$ cat src/rtl/video_mode_sequencer.sv
// video_mode_sequencer: sequences a raster mode change. It waits for a frame
// boundary, blanks video and holds the timing generator, then switches the
// mode-table select and has the pixel PLL reconfigured. After lock it releases
// the timing hold and lets a few clean frames pass before unblanking.
module video_mode_sequencer #(
  parameter int MODE_W        = 3,
  parameter int RESET_MODE    = 0,
  parameter int HOLD_CYCLES   = 16,
  parameter int SETTLE_FRAMES = 2,
  parameter int EOF_TIMEOUT   = 1 << 22
) (
  input  logic              clock,
  input  logic              reset,
  input  logic              mode_req,
  input  logic [MODE_W-1:0] mode_index,
  input  logic              force_req,   // "force" is a reserved word, hence the suffix
  input  logic              frame_start,
  input  logic              pll_done,
  output logic [MODE_W-1:0] mode_sel,
  output logic              timing_hold,
  output logic              blank,
  output logic              pll_req,
  output logic              busy,
  output logic              mode_ack,
  output logic              timeout_flag
);

  // Counter widths: each counter only ever has to reach its own last value.
  localparam int TMO_W   = (EOF_TIMEOUT > 1) ? $clog2(EOF_TIMEOUT) : 1;
  localparam int HOLD_W  = (HOLD_CYCLES > 1) ? $clog2(HOLD_CYCLES) : 1;
  localparam int FRAME_W = (SETTLE_FRAMES > 0) ? $clog2(SETTLE_FRAMES + 1) : 1;

  localparam logic [TMO_W-1:0]   TMO_LAST   = TMO_W'((EOF_TIMEOUT > 0) ? EOF_TIMEOUT - 1 : 0);
  localparam logic [HOLD_W-1:0]  HOLD_LAST  = HOLD_W'((HOLD_CYCLES > 0) ? HOLD_CYCLES - 1 : 0);
  localparam logic [FRAME_W-1:0] FRAME_LAST = FRAME_W'(SETTLE_FRAMES);
  localparam logic [MODE_W-1:0]  MODE_RST   = MODE_W'(RESET_MODE);

  typedef enum logic [2:0] {
    IDLE,
    WAIT_EOF,
    SWITCH,
    PLL_WAIT,
    HOLD,
    SETTLE
  } state_t;

  state_t              state, state_next;
  logic [MODE_W-1:0]   mode_sel_next, target, target_next;
  logic [MODE_W-1:0]   pending_index, pending_index_next;
  logic                pending_force, pending_force_next;
  logic                pending_valid, pending_valid_next;
  logic                timing_hold_next, blank_next, pll_req_next;
  logic                mode_ack_next, timeout_flag_next;
  logic                pll_armed, pll_armed_next;
  logic [TMO_W-1:0]    tmo_cnt, tmo_cnt_next;
  logic [HOLD_W-1:0]   hold_cnt, hold_cnt_next;
  logic [FRAME_W-1:0]  frame_cnt, frame_cnt_next;

  assign busy = (state != IDLE);

  // State and output registers; reset drops everything, including any pending request.
  always_ff @(posedge clock or posedge reset) begin
    if (reset) begin
      state         <= IDLE;
      mode_sel      <= MODE_RST;
      target        <= MODE_RST;
      pending_index <= '0;
      pending_force <= 1'b0;
      pending_valid <= 1'b0;
      timing_hold   <= 1'b0;
      blank         <= 1'b0;
      pll_req       <= 1'b0;
      mode_ack      <= 1'b0;
      timeout_flag  <= 1'b0;
      pll_armed     <= 1'b0;
      tmo_cnt       <= '0;
      hold_cnt      <= '0;
      frame_cnt     <= '0;
    end else begin
      state         <= state_next;
      mode_sel      <= mode_sel_next;
      target        <= target_next;
      pending_index <= pending_index_next;
      pending_force <= pending_force_next;
      pending_valid <= pending_valid_next;
      timing_hold   <= timing_hold_next;
      blank         <= blank_next;
      pll_req       <= pll_req_next;
      mode_ack      <= mode_ack_next;
      timeout_flag  <= timeout_flag_next;
      pll_armed     <= pll_armed_next;
      tmo_cnt       <= tmo_cnt_next;
      hold_cnt      <= hold_cnt_next;
      frame_cnt     <= frame_cnt_next;
    end
  end

  // Next-state logic: mode-change sequence, lock-loss recovery, then request capture (which always wins).
  always_comb begin
    state_next         = state;
    mode_sel_next      = mode_sel;
    target_next        = target;
    pending_index_next = pending_index;
    pending_force_next = pending_force;
    pending_valid_next = pending_valid;
    timing_hold_next   = timing_hold;
    blank_next         = blank;
    pll_req_next       = pll_req;
    mode_ack_next      = 1'b0;
    timeout_flag_next  = timeout_flag;
    pll_armed_next     = pll_armed;
    tmo_cnt_next       = tmo_cnt;
    hold_cnt_next      = hold_cnt;
    frame_cnt_next     = frame_cnt;

    case (state)
      IDLE: begin
        if (pending_valid) begin
          pending_valid_next = 1'b0;
          if (pending_force || (pending_index != mode_sel)) begin
            timeout_flag_next = 1'b0;
            target_next       = pending_index;
            tmo_cnt_next      = '0;
            state_next        = WAIT_EOF;
          end else begin
            mode_ack_next = 1'b1;
          end
        end
      end
      WAIT_EOF: begin
        // The counter leaves this state at TMO_LAST, so it can never wrap.
        if (frame_start || (tmo_cnt == TMO_LAST)) begin
          if (!frame_start) timeout_flag_next = 1'b1;
          blank_next       = 1'b1;
          timing_hold_next = 1'b1;
          tmo_cnt_next     = '0;
          state_next       = SWITCH;
        end else begin
          tmo_cnt_next = tmo_cnt + 1'b1;
        end
      end
      SWITCH: begin
        mode_sel_next  = target;
        pll_req_next   = 1'b1;
        pll_armed_next = 1'b0;
        state_next     = PLL_WAIT;
      end
      PLL_WAIT: begin
        // The first cycle may still show the old lock, so it is skipped.
        if (!pll_armed) begin
          pll_armed_next = 1'b1;
        end else if (pll_done) begin
          pll_req_next  = 1'b0;
          hold_cnt_next = '0;
          state_next    = HOLD;
        end
      end
      HOLD: begin
        if (hold_cnt >= HOLD_LAST) begin
          timing_hold_next = 1'b0;
          frame_cnt_next   = '0;
          state_next       = SETTLE;
        end else begin
          hold_cnt_next = hold_cnt + 1'b1;
        end
      end
      SETTLE: begin
        if (frame_cnt >= FRAME_LAST) begin
          blank_next    = 1'b0;
          mode_ack_next = 1'b1;
          state_next    = IDLE;
        end else if (frame_start) begin
          frame_cnt_next = frame_cnt + 1'b1;
        end
      end
      default: state_next = IDLE;
    endcase

    if (((state == HOLD) || (state == SETTLE)) && !pll_done) begin
      timing_hold_next = 1'b1;
      pll_req_next     = 1'b1;
      blank_next       = 1'b1;
      mode_ack_next    = 1'b0;
      pll_armed_next   = 1'b0;
      hold_cnt_next    = '0;
      frame_cnt_next   = '0;
      state_next       = PLL_WAIT;
    end

    if (mode_req) begin
      pending_index_next = mode_index;
      pending_force_next = force_req;
      pending_valid_next = 1'b1;
    end
  end

endmodule

$ cat config.mk
export PLATFORM = sky130hd
export DESIGN_NAME = video_mode_sequencer
export DESIGN_NICKNAME = d
export VERILOG_FILES = /design/src/rtl/video_mode_sequencer.sv
export SDC_FILE = /design/constraint.sdc
export NUM_CORES = 1
export LEC_CHECK = 0
export CAP_MARGIN = 20
export CORE_MARGIN = 2
export CORE_UTILIZATION = 47
export CTS_BUF_LIST = sky130_fd_sc_hd__clkbuf_4
export DETAILED_ROUTE_END_ITERATION = 8
export GPL_TIMING_DRIVEN = 0
export PLACE_DENSITY = 0.66
export SETUP_SLACK_MARGIN = 0.15
export SKIP_LAST_GASP = 1
export SLEW_MARGIN = 20
export SYNTH_ARGS = -nofsm -noshare
export SYNTH_HDL_FRONTEND = slang
export SYNTH_SLANG_ARGS = --single-unit
$ cat constraint.sdc
create_clock -name clock -period 2.6 [get_ports clock]
set_clock_uncertainty 0.2 [all_clocks]
set_input_delay 0.52 -clock clock [delete_from_list [all_inputs] [get_ports clock]]
set_output_delay 0.52 -clock clock [all_outputs]
set_load 0.01 [all_outputs]
==> impl_metrics.yaml, run 1 <==
status:
  status: "complete, no violations"
route:
  dr.pass1.iters: 4
  via_per_inst: 5.824
  ant_nets: 0
  vias: 2050
  routed_wl_um: 5478
  drc: 0
  wl_per_cell_um: 15.56
  drt_iter0_drc: 182
hold_path:
  hp-class: "in2async"
cells_and_area:
  fillers: 468
  nets: 293
  final_common_cell: "dfrtp_1"
  seq_area_um2: 1201
  mostFrequentLayoutCells: "48 x dfrtp_1, 30 x nand2_1, 15 x nand3_1, 15 x clkdlybuf4s50_1, 14 x o21ai_0"
  antenna_cells: 0
  layout-drive-gt1-share_pct: 17.73
  final_util_pct: 57.64
  final_cell_area_um2: 3000
  syn_to_final_growth_pct: 16.58
  multiInputGateArea_um2: 1319
  final_cells: 352
sta:
  finalSetupViolations: 0
  fmax_mhz: 413.2
  drv_slew: 0
  slew_headroom_pct: 43.05
  tightest_slew_ns: 0.8527
  hold_viol: 0
  fin_crit_ns: 2.420
  rsz0062_at_grt: "yes"
  fin_crit_sh_pct: 93.09
clocking:
  cts-buffers-inserted: 5
  cts_hold_buf: 0
  root_buffer: "clkbuf_4"
  ctsHtreeMaxLevel: 2
  clk_latency_ns: 0.38
  clockBufferDepth: 2
  cts_tree: "done"
  clkTransAtPathRegs_ns: 0.16
  clock-sinks: 48
placement:
  post_dp_cell_area_um2: 2846
  hpwl_um: 3644
  port_buffers: 16
  place_inst: 341
  gp_congestion: 0.8310
power_and_ir_drop:
  worst_ir_drop_vdd_v: 0.0005367
  power.density_nw_per_um2: 847.3
  leakagePower_nw: 1.244
  total_power_mw: 2.542
floorplan:
  die_x_um: 78
  die-area_um2: 6084
  start_util_pct: 49.45
  coreArea_um2: 5205
  io_pins: 18
  die_h_um: 78
  num_rows: 26
grt:
  gr-total-overflow: 0
  grt_pass1_wl_um: 9121
  antenna_found_initial: 0
  grt_usage_pct: 18.92
  grt_max_degree: 30
  grt_pass1_vias: 1885
worst_setup_path:
  cp.required_ns: 1.88
  cp-end-kind: "output pin"
  arrival_ns: 1.70
  rrSetupSlack_ns: 0.32
  worstPathMaxFanout: 10
  startpoint_type: "flop"
  crit_type: "reg2out"
synth:
  synth.cell_area_um2: 2574
  synth_cell_type_count: 56
  synth_seq_cells: 48
  synth_nets: 266
  yosysSeqAreaShare_pct: 46.67
  synthCells: 254
  synth_edf_count: 0
  syn_avg_cell_area_um2: 10.13
  synthFlopType: "dfrtp_1"
  synth-async-reset-ratio_pct: 100.0
  ys_warn_count: 0
flow_run:
  max-cap-violations: 0
-- worst max-delay path, stage by stage, from the launching register on --
cell and delay, ns:
dfrtp_1 0.42, clkbuf_4 0.19, clkbuf_8 0.18, nor3_4 0.19, inv_2 0.06, dlygate4sd2_1 0.28
-- metal layers --
| metal | wire length, um | GRT usage, % | vias to the layer above |
|---|---|---|---|
| met5 | 0 | 0 | - |
| met4 | 78 | 5.789 | 0 |
| met3 | 209 | 4.651 | 8 |
| met2 | 2420 | 28.10 | 36 |
| met1 | 2770 | 27.33 | 997 |
| li1 | - | - | 1009 |
-- cell usage after synthesis, types with 2 or more instances --
| library cell | number | area (um^2) |
|---|---|---|
| a211oi_1 | 2 | 15.01 |
| a21oi_1 | 10 | 50.05 |
| a22o_1 | 5 | 43.79 |
| a31oi_1 | 13 | 81.33 |
| a41oi_1 | 3 | 26.28 |
| and2_1 | 2 | 12.51 |
| and3_1 | 5 | 31.28 |
| buf_2 | 2 | 10.01 |
| buf_6 | 4 | 45.04 |
| clkbuf_1 | 5 | 18.77 |
| dfrtp_1 | 48 | 1201 |
| ha_1 | 3 | 37.54 |
| inv_1 | 5 | 18.77 |
| mux2_2 | 11 | 123.9 |
| mux2i_1 | 2 | 20.02 |
| nand2_1 | 30 | 112.6 |
| nand2b_1 | 4 | 25.02 |
| nand3_1 | 15 | 75.07 |
| nand4_1 | 5 | 31.28 |
| nor2_1 | 13 | 48.80 |
| nor2b_1 | 2 | 12.51 |
| nor3_1 | 5 | 25.02 |
| nor4_1 | 2 | 12.51 |
| o21ai_0 | 14 | 70.07 |
| o31ai_1 | 3 | 22.52 |
| o41ai_1 | 2 | 17.52 |
| or3_1 | 4 | 25.02 |
| xor2_1 | 7 | 61.31 |
-- through the flow --
step	hold WS (ns)	setup slack, ns	setup TNS, ns
floorplan	0.2420	0.4518	0
global placement	0.2606	-0.2813	-13.96
detailed placement	0.2662	-0.07222	-0.2897
CTS	0.2410	0.08923	0
global route	0.2751	0.07581	0
finish	0.2389	0.1796	0
-- flip-flops by register name, indices dropped and copies added, names as in the netlist, 2 cells and up --
name           count
target             3
state              3
frame_cnt          2
pending_index      3
tmo_cnt           22
mode_sel           3
hold_cnt           4
-- final cells by class --
type | count | area share (%)
plain buffers | 12 | 3.086
clock buffers | 5 | 1.251
clock inverters | 3 | 1.543
inverters | 6 | 0.7506
multi-input cells | 189 | 43.95
flip-flops and latches | 48 | 40.03
well taps | 70 | 2.919
repair buffers | 19 | 6.464
-- report_power, final --
part	internal (mW)	switching [mW]	total [mW]
Sequential	0.877	0.110	0.987
Combinational	0.472	0.614	1.09
Clock	0.206	0.264	0.469
-- kinds of logic (layout without fill, tap and decap cells) --
group                      count (synthesis)  in the layout  share of synthesized area [%]
xor gates and xnor gates                   8              8                          2.723
AOI/OAI and AO/OA                         65             66                          18.47
DFF                                       48             48                          46.67
buffers and inverters                     18             45                          3.889
muxes                                     13             13                          5.591
and+or+nand+nor                           99             99                          21.20
adders and majority gates                  3              3                          1.459
-- timing repair --
action,in CTS,in global routing
cloned,0,1
gates resized for setup,8,5
buffers inserted,1,1
pin swaps,1,3
setup endpoints to repair,14,14
-- worst paths after layout --
check	startpoint	to	cells past startpoint
setup / recovery	state[1]$_DFFE_PP0P_	busy	5
hold / removal	reset	hold_cnt[1]$_DFFE_PP0P_	2
setup reg to reg	tmo_cnt[0]$_DFFE_PP0P_	tmo_cnt[19]$_DFFE_PP0P_	7
hold reg to reg	tmo_cnt[16]$_DFFE_PP0P_	tmo_cnt[16]$_DFFE_PP0P_	1
max in group asynchronous	reset	tmo_cnt[10]$_DFFE_PP0P_	3
min in group clock	tmo_cnt[16]$_DFFE_PP0P_	tmo_cnt[16]$_DFFE_PP0P_	1
No activity file was read; power rests on OpenSTA's default activity.
==> run 2, diff against run 1 <==
==> constraint.sdc (replaced) <==
create_clock -name clock -period 2.6 [get_ports clock]
set_clock_uncertainty 0.2 [all_clocks]
set_input_delay 0.52 -clock clock [delete_from_list [all_inputs] [get_ports clock]]
set_output_delay 0.52 -clock clock [all_outputs]
set_load 0.005 [all_outputs]
==> run 2 against run 1 <==
  * Utilization is 0.14 points higher
  * Clock-buffer cell count stayed put
  * Critical path depth stayed put
  * Sequential cell count stayed put
  * Register-to-register slack hardly changed
  * Global-route usage is 0.074 points higher
  * Non-clock buffer count is 1 higher
  * Die area stayed put
  * Routed wire length hardly changed
  * Sequential share of layout area is 0.10 points lower
  * Largest cell class unchanged
  * Highest routed layer unchanged
==> impl_metrics.yaml, run 2 (synthesized netlist as in run 1, its figures left out) <==
sta:
  rsz0062_at_grt: "yes"
  fmax_mhz: 418.9
  slew_headroom_pct: 43.06
  tns_ns: 0
  fin_crit_sh_pct: 91.82
  finalSetupViolations: 0
  drv_slew: 0
  tightest_slew_ns: 0.8526
  hold_viol: 0
  fin_ws_ns: 0.2126
  fin_crit_ns: 2.387
clocking:
  clkTransAtPathRegs_ns: 0.16
  root_buffer: "clkbuf_4"
  cts-buffers-inserted: 5
  clockBufferDepth: 2
  clk_latency_ns: 0.38
  ctsHtreeMaxLevel: 2
  cts_tree: "done"
  cts_hold_buf: 0
  clock-sinks: 48
power_and_ir_drop:
  leakagePower_nw: 1.249
  worst_ir_drop_vdd_v: 0.0005362
  total_power_mw: 2.539
  power.density_nw_per_um2: 844.2
route:
  vias: 2067
  ant_nets: 0
  routed_wl_um: 5483
  dr.pass1.iters: 4
  wl_per_cell_um: 15.53
  drt_iter0_drc: 180
  via_per_inst: 5.856
  drc: 0
cells_and_area:
  mostFrequentLayoutCells: "48 x dfrtp_1, 30 x nand2_1, 15 x nand3_1, 15 x clkdlybuf4s50_1, 14 x o21ai_0"
  final_common_cell: "dfrtp_1"
  largest_register: "tmo_cnt"
  layout-drive-gt1-share_pct: 18.02
  antenna_cells: 0
  final_util_pct: 57.79
  syn_to_final_growth_pct: 16.87
  nets: 294
  top_regs: "tmo_cnt x22, hold_cnt x4"
  largest_reg_flops: 22
worst_setup_path:
  cp.required_ns: 1.88
  worstPathMaxFanout: 10
  cp-end-kind: "output pin"
  arrival_ns: 1.67
  r2r_cells: 7
  crit_type: "reg2out"
  startpoint_type: "flop"
floorplan:
  start_util_pct: 49.45
  die_x_um: 78
  num_rows: 26
  die-area_um2: 6084
  die_h_um: 78
  io_pins: 18
  coreArea_um2: 5205
status:
  status: "complete, no violations"
grt:
  grt_pass1_wl_um: 9170
  gr-total-overflow: 0
  grt_max_degree: 30
  grt_usage_pct: 19.00
  grt_pass1_vias: 1907
  antenna_found_initial: 0
hold_path:
  hp-class: "in2async"
placement:
  post-place-ws_ns: -0.07222
  hpwl_um: 3644
  gp_congestion: 0.8310
  port_buffers: 16
flow_run:
  max-cap-violations: 0
==> run 2: cell types whose count changed in the layout (fill, tap and decap cells not counted), sizes merged <==
cell / previous run / this run
buf: 9 / 11
clkbuf: 11 / 10
==> run 2: critical path, cell delays in order (launching register included) <==
cell           delay, ns
dfrtp_1             0.41
clkbuf_4            0.19
clkbuf_8            0.18
nor3_4              0.19
inv_2               0.06
dlygate4sd2_1       0.26
==> run 2: timing repair <==
action	CTS	global route
setup endpoints to repair	14	14
endpoints found under the hold margin	0	0
pin swaps	1	3
cloned	0	1
resized for setup	10	2
buffers inserted	2	1
==> run 2: path summary, 6_finish.rpt <==
kind                                         start                 endpoint  slack, ns
setup / recovery              state[1]$_DFFE_PP0P_                     busy       0.21
hold / removal                               reset    pll_armed$_DFFE_PP0P_       0.24
setup reg to reg            tmo_cnt[0]$_DFFE_PP0P_  tmo_cnt[19]$_DFFE_PP0P_       0.33
hold reg to reg            tmo_cnt[16]$_DFFE_PP0P_  tmo_cnt[16]$_DFFE_PP0P_       0.28
max in group asynchronous                    reset  tmo_cnt[10]$_DFFE_PP0P_       1.45
min in group clock         tmo_cnt[16]$_DFFE_PP0P_  tmo_cnt[16]$_DFFE_PP0P_       0.28
==> run 2: layout make-up <==
| cell class | instances | area, um^2 |
|---|---|---|
| clock inverters | 3 | 46.29 |
| clock buffers | 5 | 37.54 |
| repair buffers | 20 | 201.4 |
| well taps | 70 | 87.58 |
| plain buffers | 12 | 92.59 |
| multi-input cells | 189 | 1319 |
| inverters | 6 | 22.52 |
| flip-flops and latches | 48 | 1201 |
| fillers | 466 | 2197 |
==> run 2: report_power, final <==
| part | switching [mW] | leakage [nW] | total, mW | internal [mW] |
|---|---|---|---|---|
| Clock | 0.263 | 0.0418 | 0.469 | 0.206 |
| Combinational | 0.604 | 0.588 | 1.09 | 0.481 |
| Sequential | 0.108 | 0.619 | 0.985 | 0.877 |
| Total | 0.976 | 1.25 | 2.54 | 1.56 |
==> run 2: through the flow <==
stage | cells | hold WS, ns | instance area [um^2]
floorplan | 254 | 0.2420 | 2574
global placement | 340 | 0.2606 | 2821
detailed placement | 341 | 0.2662 | 2846
CTS | 351 | 0.2410 | 2978
global route | 353 | 0.2751 | 3008
finish | 353 | 0.2402 | 3008
==> run 2: layer usage <==
metal	global-route usage (%)	routed length, um	share of wire (%)	vias to the layer above
met5	0	0	0	-
met4	5.789	59	1.1	0
met3	4.651	252	4.6	6
met2	28.45	2473	45	41
met1	27.25	2697	49	1012
li1	-	-	-	1008
==> run 3, diff against run 2 <==
--- a/config.mk
+++ b/config.mk
@@ -6,13 +6,15 @@
 export NUM_CORES = 1
 export LEC_CHECK = 0
 export CAP_MARGIN = 20
+export CELL_PAD_IN_SITES_DETAIL_PLACEMENT = 0
+export CELL_PAD_IN_SITES_GLOBAL_PLACEMENT = 1
 export CORE_MARGIN = 2
-export CORE_UTILIZATION = 47
+export CORE_UTILIZATION = 45
 export CTS_BUF_LIST = sky130_fd_sc_hd__clkbuf_4
 export DETAILED_ROUTE_END_ITERATION = 8
 export GPL_TIMING_DRIVEN = 0
-export PLACE_DENSITY = 0.66
-export SETUP_SLACK_MARGIN = 0.15
+export PLACE_DENSITY_LB_ADDON = 0.1
+export SETUP_SLACK_MARGIN = 0.2
 export SKIP_LAST_GASP = 1
 export SLEW_MARGIN = 20
 export SYNTH_ARGS = -nofsm -noshare
==> run 3 against run 2 <==
  * Utilization is 1.2 points lower
  * Clock power shrank 1%
  * Cell area increased by 3.7%
  * Critical endpoint is now tmo_cnt[6]$_DFFE_PP0P_
  * Sequential cell count is the same
  * Power up 6.7%
  * Setup slack gained 0.084 ns
==> impl_metrics.yaml, run 3 (synthesized netlist as in run 1, its figures left out) <==
clocking:
  cts_tree: "done"
  ctsHtreeMaxLevel: 2
  clkTransAtPathRegs_ns: 0.16
  clk_latency_ns: 0.37
  clock-sinks: 48
  cts-buffers-inserted: 5
  clockBufferDepth: 2
  root_buffer: "clkbuf_4"
floorplan:
  start_util_pct: 46.74
  coreArea_um2: 5507
  die_h_um: 79.63
  die_x_um: 79.63
  io_pins: 18
  num_rows: 27
  die-area_um2: 6340
worst_setup_path:
  path_buf_inv: 3
  critPathMaxStageDelay_ns: 0.55
  critPathTopFamily: "simple AND/OR/NAND/NOR gates"
  startpoint_type: "flop"
  cp.required_ns: 2.68
  path_cells: "buf_4, or4_4, a41oi_4, buf_12, buf_6, or2b_1, a31oi_1"
  slowest_stage: "or4_4"
  cp-end-kind: "flop"
  arrival_ns: 2.38
  worstPathMaxFanout: 5
  crit_type: "reg2reg"
cells_and_area:
  top_regs: "tmo_cnt x22, hold_cnt x4"
  antenna_cells: 0
  final_cells: 365
  final_common_cell: "dfrtp_1"
  final_cell_area_um2: 3118
  layout-drive-gt1-share_pct: 21.50
  final_util_pct: 56.62
  nets: 304
  syn_to_final_growth_pct: 21.15
  largest_reg_flops: 22
  largest_register: "tmo_cnt"
  mostFrequentLayoutCells: "47 x dfrtp_1, 30 x nand2_1, 15 x nand3_1, 15 x clkdlybuf4s50_1, 14 x o21ai_0"
route:
  via_per_inst: 5.658
  ant_nets: 0
  dr.pass1.iters: 4
  drc: 0
  wl_per_cell_um: 15.96
  drt_iter0_drc: 100
  routed_wl_um: 5826
  vias: 2065
grt:
  antenna_found_initial: 0
  grt_max_degree: 32
  grt_pass1_wl_um: 9611
  grt_usage_pct: 19.70
  gr-total-overflow: 0
  grt_pass1_vias: 1915
sta:
  finalSetupViolations: 0
  rsz0062_at_grt: "no"
  tns_ns: 0
  drv_slew: 0
  hold_viol: 0
  fin_hold_ws_ns: 0.2806
  fin_crit_ns: 2.303
  fin_ws_ns: 0.2965
  fmax_mhz: 434.1
  slew_headroom_pct: 44.01
  tightest_slew_ns: 0.8384
  fin_crit_sh_pct: 88.59
placement:
  gp_congestion: 0.8161
  hpwl_um: 3800
  post-place-ws_ns: -0.09483
  place_inst: 343
  port_buffers: 16
  post_dp_cell_area_um2: 2856
hold_path:
  hp-class: "reg2reg"
power_and_ir_drop:
  worst_ir_drop_vdd_v: 0.0004432
  total_power_mw: 2.711
  leakagePower_nw: 1.315
  power.density_nw_per_um2: 869.4
status:
  status: "complete, no violations"
flow_run:
  max-cap-violations: 0
==> run 3: changes by cell type in the layout (fill, tap and decap cells not counted), sizes merged <==
| cell | before | now |
|---|---|---|
| buf | 11 | 24 |
| clkinvlp | 1 | 0 |
| clkbuf | 10 | 9 |
| clkinv | 0 | 1 |
| dlygate4sd2 | 1 | 0 |
| a41oi | 6 | 5 |
| inv | 7 | 6 |
| clkdlybuf4s15 | 0 | 1 |
==> run 3: worst paths after layout <==
| path | slack, ns | start | depth (start not counted) | end |
|---|---|---|---|---|
| setup / recovery | 0.30 | state[1]$_DFFE_PP0P_ | 7 | tmo_cnt[6]$_DFFE_PP0P_ |
| max in group asynchronous | 1.28 | reset | 3 | tmo_cnt[0]$_DFFE_PP0P_ |
| setup reg to reg | 0.30 | state[1]$_DFFE_PP0P_ | 7 | tmo_cnt[6]$_DFFE_PP0P_ |
| hold / removal | 0.28 | tmo_cnt[16]$_DFFE_PP0P_ | 1 | tmo_cnt[16]$_DFFE_PP0P_ |
| hold reg to reg | 0.28 | tmo_cnt[16]$_DFFE_PP0P_ | 1 | tmo_cnt[16]$_DFFE_PP0P_ |
| min in group asynchronous | 0.35 | reset | 2 | pll_req$_DFFE_PP0P_ |
==> run 3: power breakdown <==
group          switching [mW]  total, mW  internal, mW  leakage [nW]
Combinational           0.648       1.25         0.602         0.652
Sequential              0.118      0.996         0.878         0.618
Clock                   0.251      0.464         0.213        0.0456
==> run 3: routing by layer <==
layer  global-route usage, %  part of all wire, %
met3                   4.072                  3.2
met5                       0                    0
met1                   28.97                   52
met2                   29.33                   44
met4                   5.517                 0.76
==> run 3: final cells by class <==
cell class              instances  area [um^2]
inverters                       6        22.52
clock inverters                 2        35.03
repair buffers                 31        316.6
flip-flops and latches         48         1202
multi-input cells             188         1305
well taps                      72        90.09
clock buffers                   6        45.04
plain buffers                  12        101.3
fillers                       510         2389
==> run 3: what timing repair did <==
item	in CTS	in global routing
buffers inserted	3	11
setup endpoints to repair	22	23
pin swaps	3	3
resized for setup	12	10
hold buffers	0	0
endpoints found under the hold margin	0	0
==> run 3: worst register-to-register path: cells and delay by family (launching register included) <==
family / cells / cell delay (ns)
simple gates: 2 / 0.76
flops: 1 / 0.43
compound gates: 2 / 0.42
buf+inv: 3 / 0.39
